**config.mk**
```make
export PLATFORM = sky130hd
export DESIGN_NAME = btb_update_arbiter
export DESIGN_NICKNAME = d
export VERILOG_FILES = /design/src/rtl/btb_update_arbiter_pkg.sv /design/src/rtl/btb_upd_fifo.sv /design/src/rtl/btb_update_arbiter.sv
export SDC_FILE = /design/constraint.sdc
export NUM_CORES = 1
export LEC_CHECK = 0
export ABC_AREA = 1
export CAP_MARGIN = 15
export CORE_ASPECT_RATIO = 0.5
export CORE_UTILIZATION = 55
export DETAILED_ROUTE_END_ITERATION = 16
export GPL_ROUTABILITY_DRIVEN = 1
export PLACE_DENSITY = 0.81
export REMOVE_ABC_BUFFERS = 1
export SYNTH_ARGS = -nofsm -noshare
export SYNTH_HDL_FRONTEND = slang
export SYNTH_SLANG_ARGS = --single-unit
```
**constraint.sdc**
```tcl
create_clock -name clk -period 12.6 [get_ports clk]
set_clock_uncertainty 0.05 [all_clocks]
set_input_delay 1.26 -clock clk [delete_from_list [all_inputs] [get_ports clk]]
set_output_delay 1.26 -clock clk [all_outputs]
set_load 0.005 [all_outputs]
```
**src/rtl/btb_update_arbiter_pkg.sv**
```systemverilog
// Shared types for execute -> BTB update traffic.
//   PC_WIDTH  : width of branch PC and resolved target
//   btb_upd_t : one resolved-branch update {pc, target}
//   occ_width : width of an occupancy count for a FIFO of a given depth
package btb_update_arbiter_pkg;

    localparam int unsigned PC_WIDTH = 32;

    typedef struct packed {
        logic [PC_WIDTH-1:0] pc;
        logic [PC_WIDTH-1:0] target;
    } btb_upd_t;

    // Occupancy needs one bit beyond the pointer width to represent "full".
    function automatic int unsigned occ_width(input int unsigned depth);
        return $clog2(depth) + 1;
    endfunction

endpackage

```
**src/rtl/btb_upd_fifo.sv**
```systemverilog
// Two-write / one-read update FIFO with ordered tail allocation and flush.
//   clk, reset   : clock, synchronous active-high reset
//   flush        : drop same-cycle writes and empty the FIFO at the next edge
//   wr0, din0    : older write, lands at tail
//   wr1, din1    : younger write, lands at tail+wr0
//   rd           : pop head (caller guarantees count != 0)
//   dout         : head entry, straight from storage
//   count        : current occupancy
module btb_upd_fifo
    import btb_update_arbiter_pkg::*;
#(
    parameter int unsigned DEPTH = 4
) (
    input  logic                     clk,
    input  logic                     reset,
    input  logic                     flush,
    input  logic                     wr0,
    input  btb_upd_t                 din0,
    input  logic                     wr1,
    input  btb_upd_t                 din1,
    input  logic                     rd,
    output btb_upd_t                 dout,
    output logic [$clog2(DEPTH):0]   count
);

    localparam int unsigned PTR_W = $clog2(DEPTH);
    localparam int unsigned OCC_W = occ_width(DEPTH);

    btb_upd_t           mem [DEPTH];
    logic [PTR_W-1:0]   head;
    logic [PTR_W-1:0]   tail;
    logic [OCC_W-1:0]   occ;
    logic               we0;
    logic               we1;
    logic               re;

    // Flush and reset both discard incoming writes and suppress the pop.
    assign we0 = wr0 & ~flush & ~reset;
    assign we1 = wr1 & ~flush & ~reset;
    assign re  = rd  & ~flush & ~reset;

    // Storage: younger write goes one slot past the older one when both land.
    always_ff @(posedge clk) begin
        if (we0) begin
            mem[tail] <= din0;
        end
        if (we1) begin
            mem[tail + PTR_W'(we0)] <= din1;
        end
    end

    // Pointers wrap naturally modulo DEPTH (power of two).
    always_ff @(posedge clk) begin
        if (reset || flush) begin
            head <= '0;
            tail <= '0;
            occ  <= '0;
        end else begin
            head <= head + PTR_W'(re);
            tail <= tail + PTR_W'(we0) + PTR_W'(we1);
            occ  <= occ + OCC_W'(we0) + OCC_W'(we1) - OCC_W'(re);
        end
    end

    assign dout  = mem[head];
    assign count = occ;

endmodule

```
**src/rtl/btb_update_arbiter.sv**
```systemverilog
// Arbitrates two execute-stage branch resolution sources onto the single BTB update port.
//   clk, reset                  : clock, synchronous active-high reset
//   s0_valid/ready/pc/target    : ALU0 update (older)
//   s1_valid/ready/pc/target    : ALU1 update (younger)
//   flush                       : discard all pending updates
//   hold                        : suppress draining this cycle
//   btb_req_valid/pc/target     : BTB update port (no backpressure)
//   pending                     : FIFO occupancy (EMPTY=0, ACTIVE, FULL=DEPTH)
//   issued_cnt                  : saturating count of delivered updates
module btb_update_arbiter
    import btb_update_arbiter_pkg::*;
#(
    parameter int unsigned DEPTH     = 4,
    parameter int unsigned CNT_WIDTH = 16
) (
    input  logic                   clk,
    input  logic                   reset,
    input  logic                   s0_valid,
    output logic                   s0_ready,
    input  logic [PC_WIDTH-1:0]    s0_pc,
    input  logic [PC_WIDTH-1:0]    s0_target,
    input  logic                   s1_valid,
    output logic                   s1_ready,
    input  logic [PC_WIDTH-1:0]    s1_pc,
    input  logic [PC_WIDTH-1:0]    s1_target,
    input  logic                   flush,
    input  logic                   hold,
    output logic                   btb_req_valid,
    output logic [PC_WIDTH-1:0]    btb_req_pc,
    output logic [PC_WIDTH-1:0]    btb_req_target,
    output logic [$clog2(DEPTH):0] pending,
    output logic [CNT_WIDTH-1:0]   issued_cnt
);

    localparam int unsigned OCC_W = occ_width(DEPTH);

    btb_upd_t         din0;
    btb_upd_t         din1;
    btb_upd_t         head;
    logic [OCC_W-1:0] occ;
    logic             acc0;
    logic             acc1;
    logic             drain;

    // Readies look only at registered occupancy: s1 needs room behind a possible s0.
    assign s0_ready = (occ <= OCC_W'(DEPTH - 1));
    assign s1_ready = (occ <= OCC_W'(DEPTH - 2));

    assign acc0 = s0_valid & s0_ready;
    assign acc1 = s1_valid & s1_ready;

    assign din0 = '{pc: s0_pc, target: s0_target};
    assign din1 = '{pc: s1_pc, target: s1_target};

    // Drain one entry per cycle unless held, flushed or in reset.
    assign drain = (occ != '0) & ~hold & ~flush & ~reset;

    btb_upd_fifo #(
        .DEPTH (DEPTH)
    ) u_fifo (
        .clk   (clk),
        .reset (reset),
        .flush (flush),
        .wr0   (acc0),
        .din0  (din0),
        .wr1   (acc1),
        .din1  (din1),
        .rd    (drain),
        .dout  (head),
        .count (occ)
    );

    // Delivered-update counter, saturating at all-ones; survives flush.
    always_ff @(posedge clk) begin
        if (reset) begin
            issued_cnt <= '0;
        end else if (drain && (issued_cnt != '1)) begin
            issued_cnt <= issued_cnt + CNT_WIDTH'(1);
        end
    end

    assign btb_req_valid  = drain;
    assign btb_req_pc     = head.pc;
    assign btb_req_target = head.target;
    assign pending        = occ;

endmodule

```
==> run summary, run 1 <==
Drt total wl = 36,300 microns
Req. time, crit path = 11.29 ns
Fmax = 202 MHz
Initial drt markers = 1,413
DP Area = 16,100 sq um
P per Cell Area = 117 nW/um^2
# rows = 41
Core Util, Final = 67.0%
Die ar. = 26,400 sq um
Vias = 11,503
Setup Fix Bufs, Post-CTS = 0
Fin crit share = 39.3%
Sequential Area = 8150 sq um
# hold bufs at CTS = 0
Hold Crit Class = register to register
Drt via density = 5.78
Area of the multi-input gates = 4910 sq um
Post_cts resized = 0
Top cells by area, synth = edfxtp_1, nand2_1, o21ai_1, o21ai_0, nor2_1
RSZ-0062 raised after global routing = no
Die W = 229 microns
Worst slew margin = 30.2%
CTS max path bufs = 3
Die Y = 115 microns
Total CTS buffers = 26
CP max stage cell = dfxtp_4
Most common cell after layout, fill and taps aside = nand2_1
CTS tree = yes
Synthesis-to-layout area growth = 19.6%
Fillers = 1,877
Worst Max-Slew Pin Slew = 1.05 ns
Global-route wire length before repair = 56,800 microns
GPL Wtd Cong = 0.854
Post-Syn Area = 14,100 sq um
#FFs+latches synth = 279
Synth area leader = edfxtp_1
Status = finished, final reports clean
Critical Path, Cell by Cell = clkinv_2 > buf_4 > o21ai_0 > o22ai_1 > clkdlybuf4s50_1
First drt pass iteration count = 6
CTS root buffer = clkbuf_16
GRT Overall Usage = 27.0%
Final Hold Fails = 0
Synth unique cells = 34
Register area share after synthesis = 57.6%
Critical path class = register to primary output
Number of nets in the layout = 1,772
Critical Path End Type = primary output
Initial antenna violation count = 1
Family with the most delay on the worst path = buffers and inverters
Mean Syn Cell Area = 9.63 sq um
Largest net degree at the start of global routing = 86
Dpl hpwl = 21,300 microns
Starting density of the core = 56.1%
Period minus WS final = 4.96 ns
Io pins = 220
Crit-path max cell delay = 0.76 ns
Leak Pwr = 6.52 nW
Final setup TNS = 0 ns
Clock latency on the worst-skew pair = 0.54 ns
Startpoint Class = register
Crit Path Max Fanout = 80
CP arrival = 3.65 ns
WP buf/inv = 3
VDD IR max = 0.0860 mV
Syn Inst Count = 1,470
Grt ovf = 0
Core box area = 25,200 sq um
Routed length per instance = 18.3 microns
Fin. max-slew vios = 0
# port buffers = 219
Most frequent cells in the layout = nand2_1, edfxtp_1, clkdlybuf4s50_1
Final antenna-violating net count = 0
Clock sinks = 279
Fin area = 16,900 sq um
Synth top area share = 54.3%
DRC = 0
Ratio of cells with drive above 1 in the final layout = 6.93%
Clock transition at path regs = 0.07 ns
Max Cap Violations = 0
Final Setup Violations = 0
Count of warnings emitted by yosys = 0
Number of global-route vias before repair = 11,348
H-tree depth = 1
==> final timing paths <==
kind	depth (start not counted)	start	end	slack (ns)
min reg2reg	2	issued_cnt[8]$_SDFFE_PP0P_	issued_cnt[8]$_SDFFE_PP0P_	0.47
max	5	u_fifo.head[0]$_SDFF_PP0_	btb_req_target[21]	7.64
min	2	issued_cnt[8]$_SDFFE_PP0P_	issued_cnt[8]$_SDFFE_PP0P_	0.47
max reg2reg	13	u_fifo.count[2]$_SDFF_PP0_	u_fifo.mem[1][38]$_DFFE_PP_	8.63
==> layout make-up <==
class                   count  area share, %
clock buffers              31           3.96
repair buffers            230           13.6
multi-input cells         999           29.1
flip-flops and latches    279           48.2
diodes                      1         0.0148
well taps                 344           2.54
inverters                  93           2.09
clock inverters            12          0.562
==> where the power goes <==
group          internal, mW  switching [mW]  total (mW)
clock                 0.398           0.339       0.738
sequential             1.03         0.00559        1.04
combinational        0.0955           0.102       0.198
total                  1.53           0.447        1.98
==> state kept, by name (all words and copies together), names as in the netlist <==
| name | flops |
|---|---|
| issued_cnt | 16 |
| u_fifo.count | 3 |
| u_fifo.head | 2 |
| u_fifo.mem | 256 |
| u_fifo.tail | 2 |
==> cells in the mapped netlist, drive strengths merged <==
master	instances
xnor2	2
buf	59
clkbuf	40
xor2	5
nand2	316
o22ai	64
and2	1
nand3	17
a21oi	12
nor2	177
nand3b	1
nand4	6
o21ai	387
dfxtp	23
fa	2
edfxtp	256
o21bai	1
inv	93
ha	7
a31oi	1
==> through the flow <==
| stage | std cells | setup slack, ns | total power [mW] | hold WS [ns] |
|---|---|---|---|---|
| 5_1_grt | 1989 | 7.45 | 2.04 | 0.492 |
| 3_3_place_gp | 1943 | 7.42 | 1.25 | 0.459 |
| 6_report | 1989 | 7.64 | 1.98 | 0.471 |
| 3_5_place_dp | 1943 | 7.27 | 1.26 | 0.460 |
| 2_1_floorplan | 1371 | 5.65 | 1.15 | 0.424 |
| 4_1_cts | 1986 | 7.63 | 1.98 | 0.473 |
==> worst min-delay path: cells and delay by family, from the launching register on <==
family	cells	cell delay, ns
compound gates	1	0.05
buf+inv	1	0.07
flops	1	0.36
==> layer usage <==
layer | share of wire (%) | GRT usage (%) | up-vias
li1 | - | - | 5417
met1 | 38 | 33.6 | 5423
met2 | 51 | 49.0 | 586
met3 | 8.1 | 4.38 | 77
met4 | 2.9 | 8.71 | 0
met5 | 0 | 0 | -
==> cells by family after synthesis <==
family,count (synthesis),synth area share (%)
flip-flops,279,57.6
adder cells (fa/ha/maj),9,0.902
buffers and inverters,192,7.95
AND/OR/NAND/NOR,518,14.7
XOR/XNOR,7,0.486
AO/OA/AOI/OAI,465,18.3
(Power assumes the default switching activity.)
==> inputs of run 2 (changes only) <==
Settings changed: CORE_UTILIZATION 55 to 49, PLACE_DENSITY 0.81 to 0.77.
Clock period 12.6 ns to 4 ns, I/O delays scaled along.
==> run 2 against run 1 <==
Clock power increased to 3.0 times the previous value; cell area is 1.2% higher; final cell count rose by 2.7%; power grew to 3.1 times the previous value; via count is 2.4% lower; clock-buffer cell count up 2; core utilization shrank 6.0 points; sequential power rose to 3.1 times the previous value; hold slack got worse by 0.0038 ns.
==> run summary, run 2 (synthesis gave the netlist of run 1 again) <==
Top sig layer = met4
Number of nets in the layout = 1,784 (+0.68%)
Core box area = 28,000 sq um (+11%)
Final antenna-violating net count = 0 (unchanged)
Crit Path Max Fanout = 46 (-43%)
DP Area = 16,400 sq um (+1.8%)
Die Y = 122 microns (+5.8%)
Leak Pwr = 6.60 nW (+1.2%)
Fillers = 2,278 (+21%)
Req. time, crit path = 3.55 ns (-7.74 ns)
Clock transition at path regs = 0.06 ns (about the same)
Drt total wl = 35,800 microns (-1.3%)
Fmax = 289 MHz
Worst Max-Slew Pin Slew = 1.03 ns (-0.0182 ns)
Die W = 242 microns (+5.9%)
Routed length per instance = 17.5 microns (-3.9%)
Final Hold Fails = 0 (unchanged)
Period minus WS final = 3.46 ns
Vias = 11,222 (-2.4%)
Worst slew margin = 31.2% (+0.95 points)
Starting density of the core = 50.5% (-5.6 points)
Final setup TNS = 0 ns (unchanged)
Setup Fix Bufs, Post-CTS = 0 (unchanged)
WL met1 = 14,600 microns (+6.1%)
Setup ws final = 0.540 ns (-7.10 ns)
DRC = 0 (unchanged)
Hold Crit Class = register to register
CTS max path bufs = 3 (unchanged)
Startpoint Class = register
Number of global-route vias before repair = 10,630 (-6.3%)
Critical path class = register to primary output
Worst hold slack = 0.467 ns (-0.00379 ns)
Initial antenna violation count = 4 (+3)
Most frequent cells in the layout = nand2_1, edfxtp_1, clkdlybuf4s50_1
Grt ovf = 0 (unchanged)
Global-route wire length before repair = 56,000 microns (-1.3%)
Final Setup Violations = 0 (unchanged)
Total CTS buffers = 25 (-3.8%)
Placed Cells = 1,996 (+2.7%)
P per Cell Area = 355 nW/um^2 (+200%)
Dpl hpwl = 21,600 microns (+1.6%)
Largest net degree at the start of global routing = 129 (+50%)
Ratio of cells with drive above 1 in the final layout = 7.49% (+0.55 points)
Critical Path End Type = primary output
CTS root buffer = clkbuf_16
Clock sinks = 279 (unchanged)
Dpl ws = 0.520 ns (-6.74 ns)
# port buffers = 219 (unchanged)
First drt pass iteration count = 5 (-1)
VDD IR max = 0.274 mV (+220%)
Die ar. = 29,600 sq um (+12%)
Met3 wire length = 2130 microns (-28%)
Synthesis-to-layout area growth = 21.0%
GPL Wtd Cong = 0.848 (-0.67%)
CP arrival = 3.01 ns (-0.64 ns)
Fin area = 17,100 sq um (+1.2%)
Top reg by flops = u_fifo.mem
Max Cap Violations = 0 (unchanged)
Met2 routed WL = 18,100 microns (-2.4%)
Fin. max-slew vios = 0 (unchanged)
RSZ-0062 raised after global routing = no
Max FFs per register = 256 (unchanged)
CTS tree = yes
Status = finished, final reports clean
Io pins = 220 (unchanged)
Initial drt markers = 1,029 (-27%)
Drt via density = 5.50 (-5.0%)
Most common cell after layout, fill and taps aside = nand2_1
# hold bufs at CTS = 0 (unchanged)
Post_cts resized = 0 (unchanged)
H-tree depth = 1 (unchanged)
GRT Overall Usage = 24.0% (-3.0 points)
# rows = 43 (+4.9%)
Fin cells = 2,042 (+2.7%)
Fin crit share = 86.5%
Clock latency on the worst-skew pair = 0.53 ns (about the same)
==> run 2: cell types whose count changed in the layout (fill, tap and decap cells not counted), sizes merged <==
cell,previous run,this run
diode,1,4
clkbuf,31,33
buf,11,24
bufinv,1,0
clkinv,10,8
==> run 2: worst paths after layout <==
kind	start	slack, ns	to	depth (start not counted)
max	u_fifo.head[0]$_SDFF_PP0_	0.54	btb_req_target[17]	5
max reg2reg	u_fifo.count[2]$_SDFF_PP0_	0.81	u_fifo.mem[1][2]$_DFFE_PP_	12
min	issued_cnt[8]$_SDFFE_PP0P_	0.47	issued_cnt[8]$_SDFFE_PP0P_	2
min reg2reg	issued_cnt[8]$_SDFFE_PP0P_	0.47	issued_cnt[8]$_SDFFE_PP0P_	2
==> run 2: area by class of cell <==
cell class / instances / area, sq um / area share (%)
repair buffers: 243 / 2510 / 14.7
well taps: 382 / 478 / 2.79
clock inverters: 9 / 45.0 / 0.263
diodes: 4 / 10.0 / 0.0585
inverters: 93 / 353 / 2.06
flip-flops and latches: 279 / 8150 / 47.6
multi-input cells: 999 / 4910 / 28.7
clock buffers: 33 / 656 / 3.83
==> run 2: metrics by stage <==
step	utilization, %	power [mW]
final	61.1	6.08
after global routing	61.1	6.27
after CTS	61.0	6.10
after detailed placement	58.5	3.96
after global placement	58.5	3.94
after floorplan	-	3.62
==> run 2: power breakdown <==
part | internal, mW | leakage (nW) | switching, mW
combinational | 0.308 | 3.75 | 0.314
sequential | 3.26 | 2.51 | 0.0162
clock | 1.15 | 0.338 | 1.04
total | 4.71 | 6.60 | 1.37
==> run 2: routing by layer <==
metal  GRT usage, %  vias to the layer above
li1               -                     5458
met1           30.3                     5310
met2           42.3                      391
met3           3.66                       63
met4           8.54                        0
met5              0                        -
==> run 2: critical path, stage by stage (launching register included) <==
cell and delay [ns]:
dfxtp_4 0.54, clkinv_2 0.64, buf_12 0.43, o21ai_0 0.24
o22ai_1 0.13, clkdlybuf4s50_1 0.47
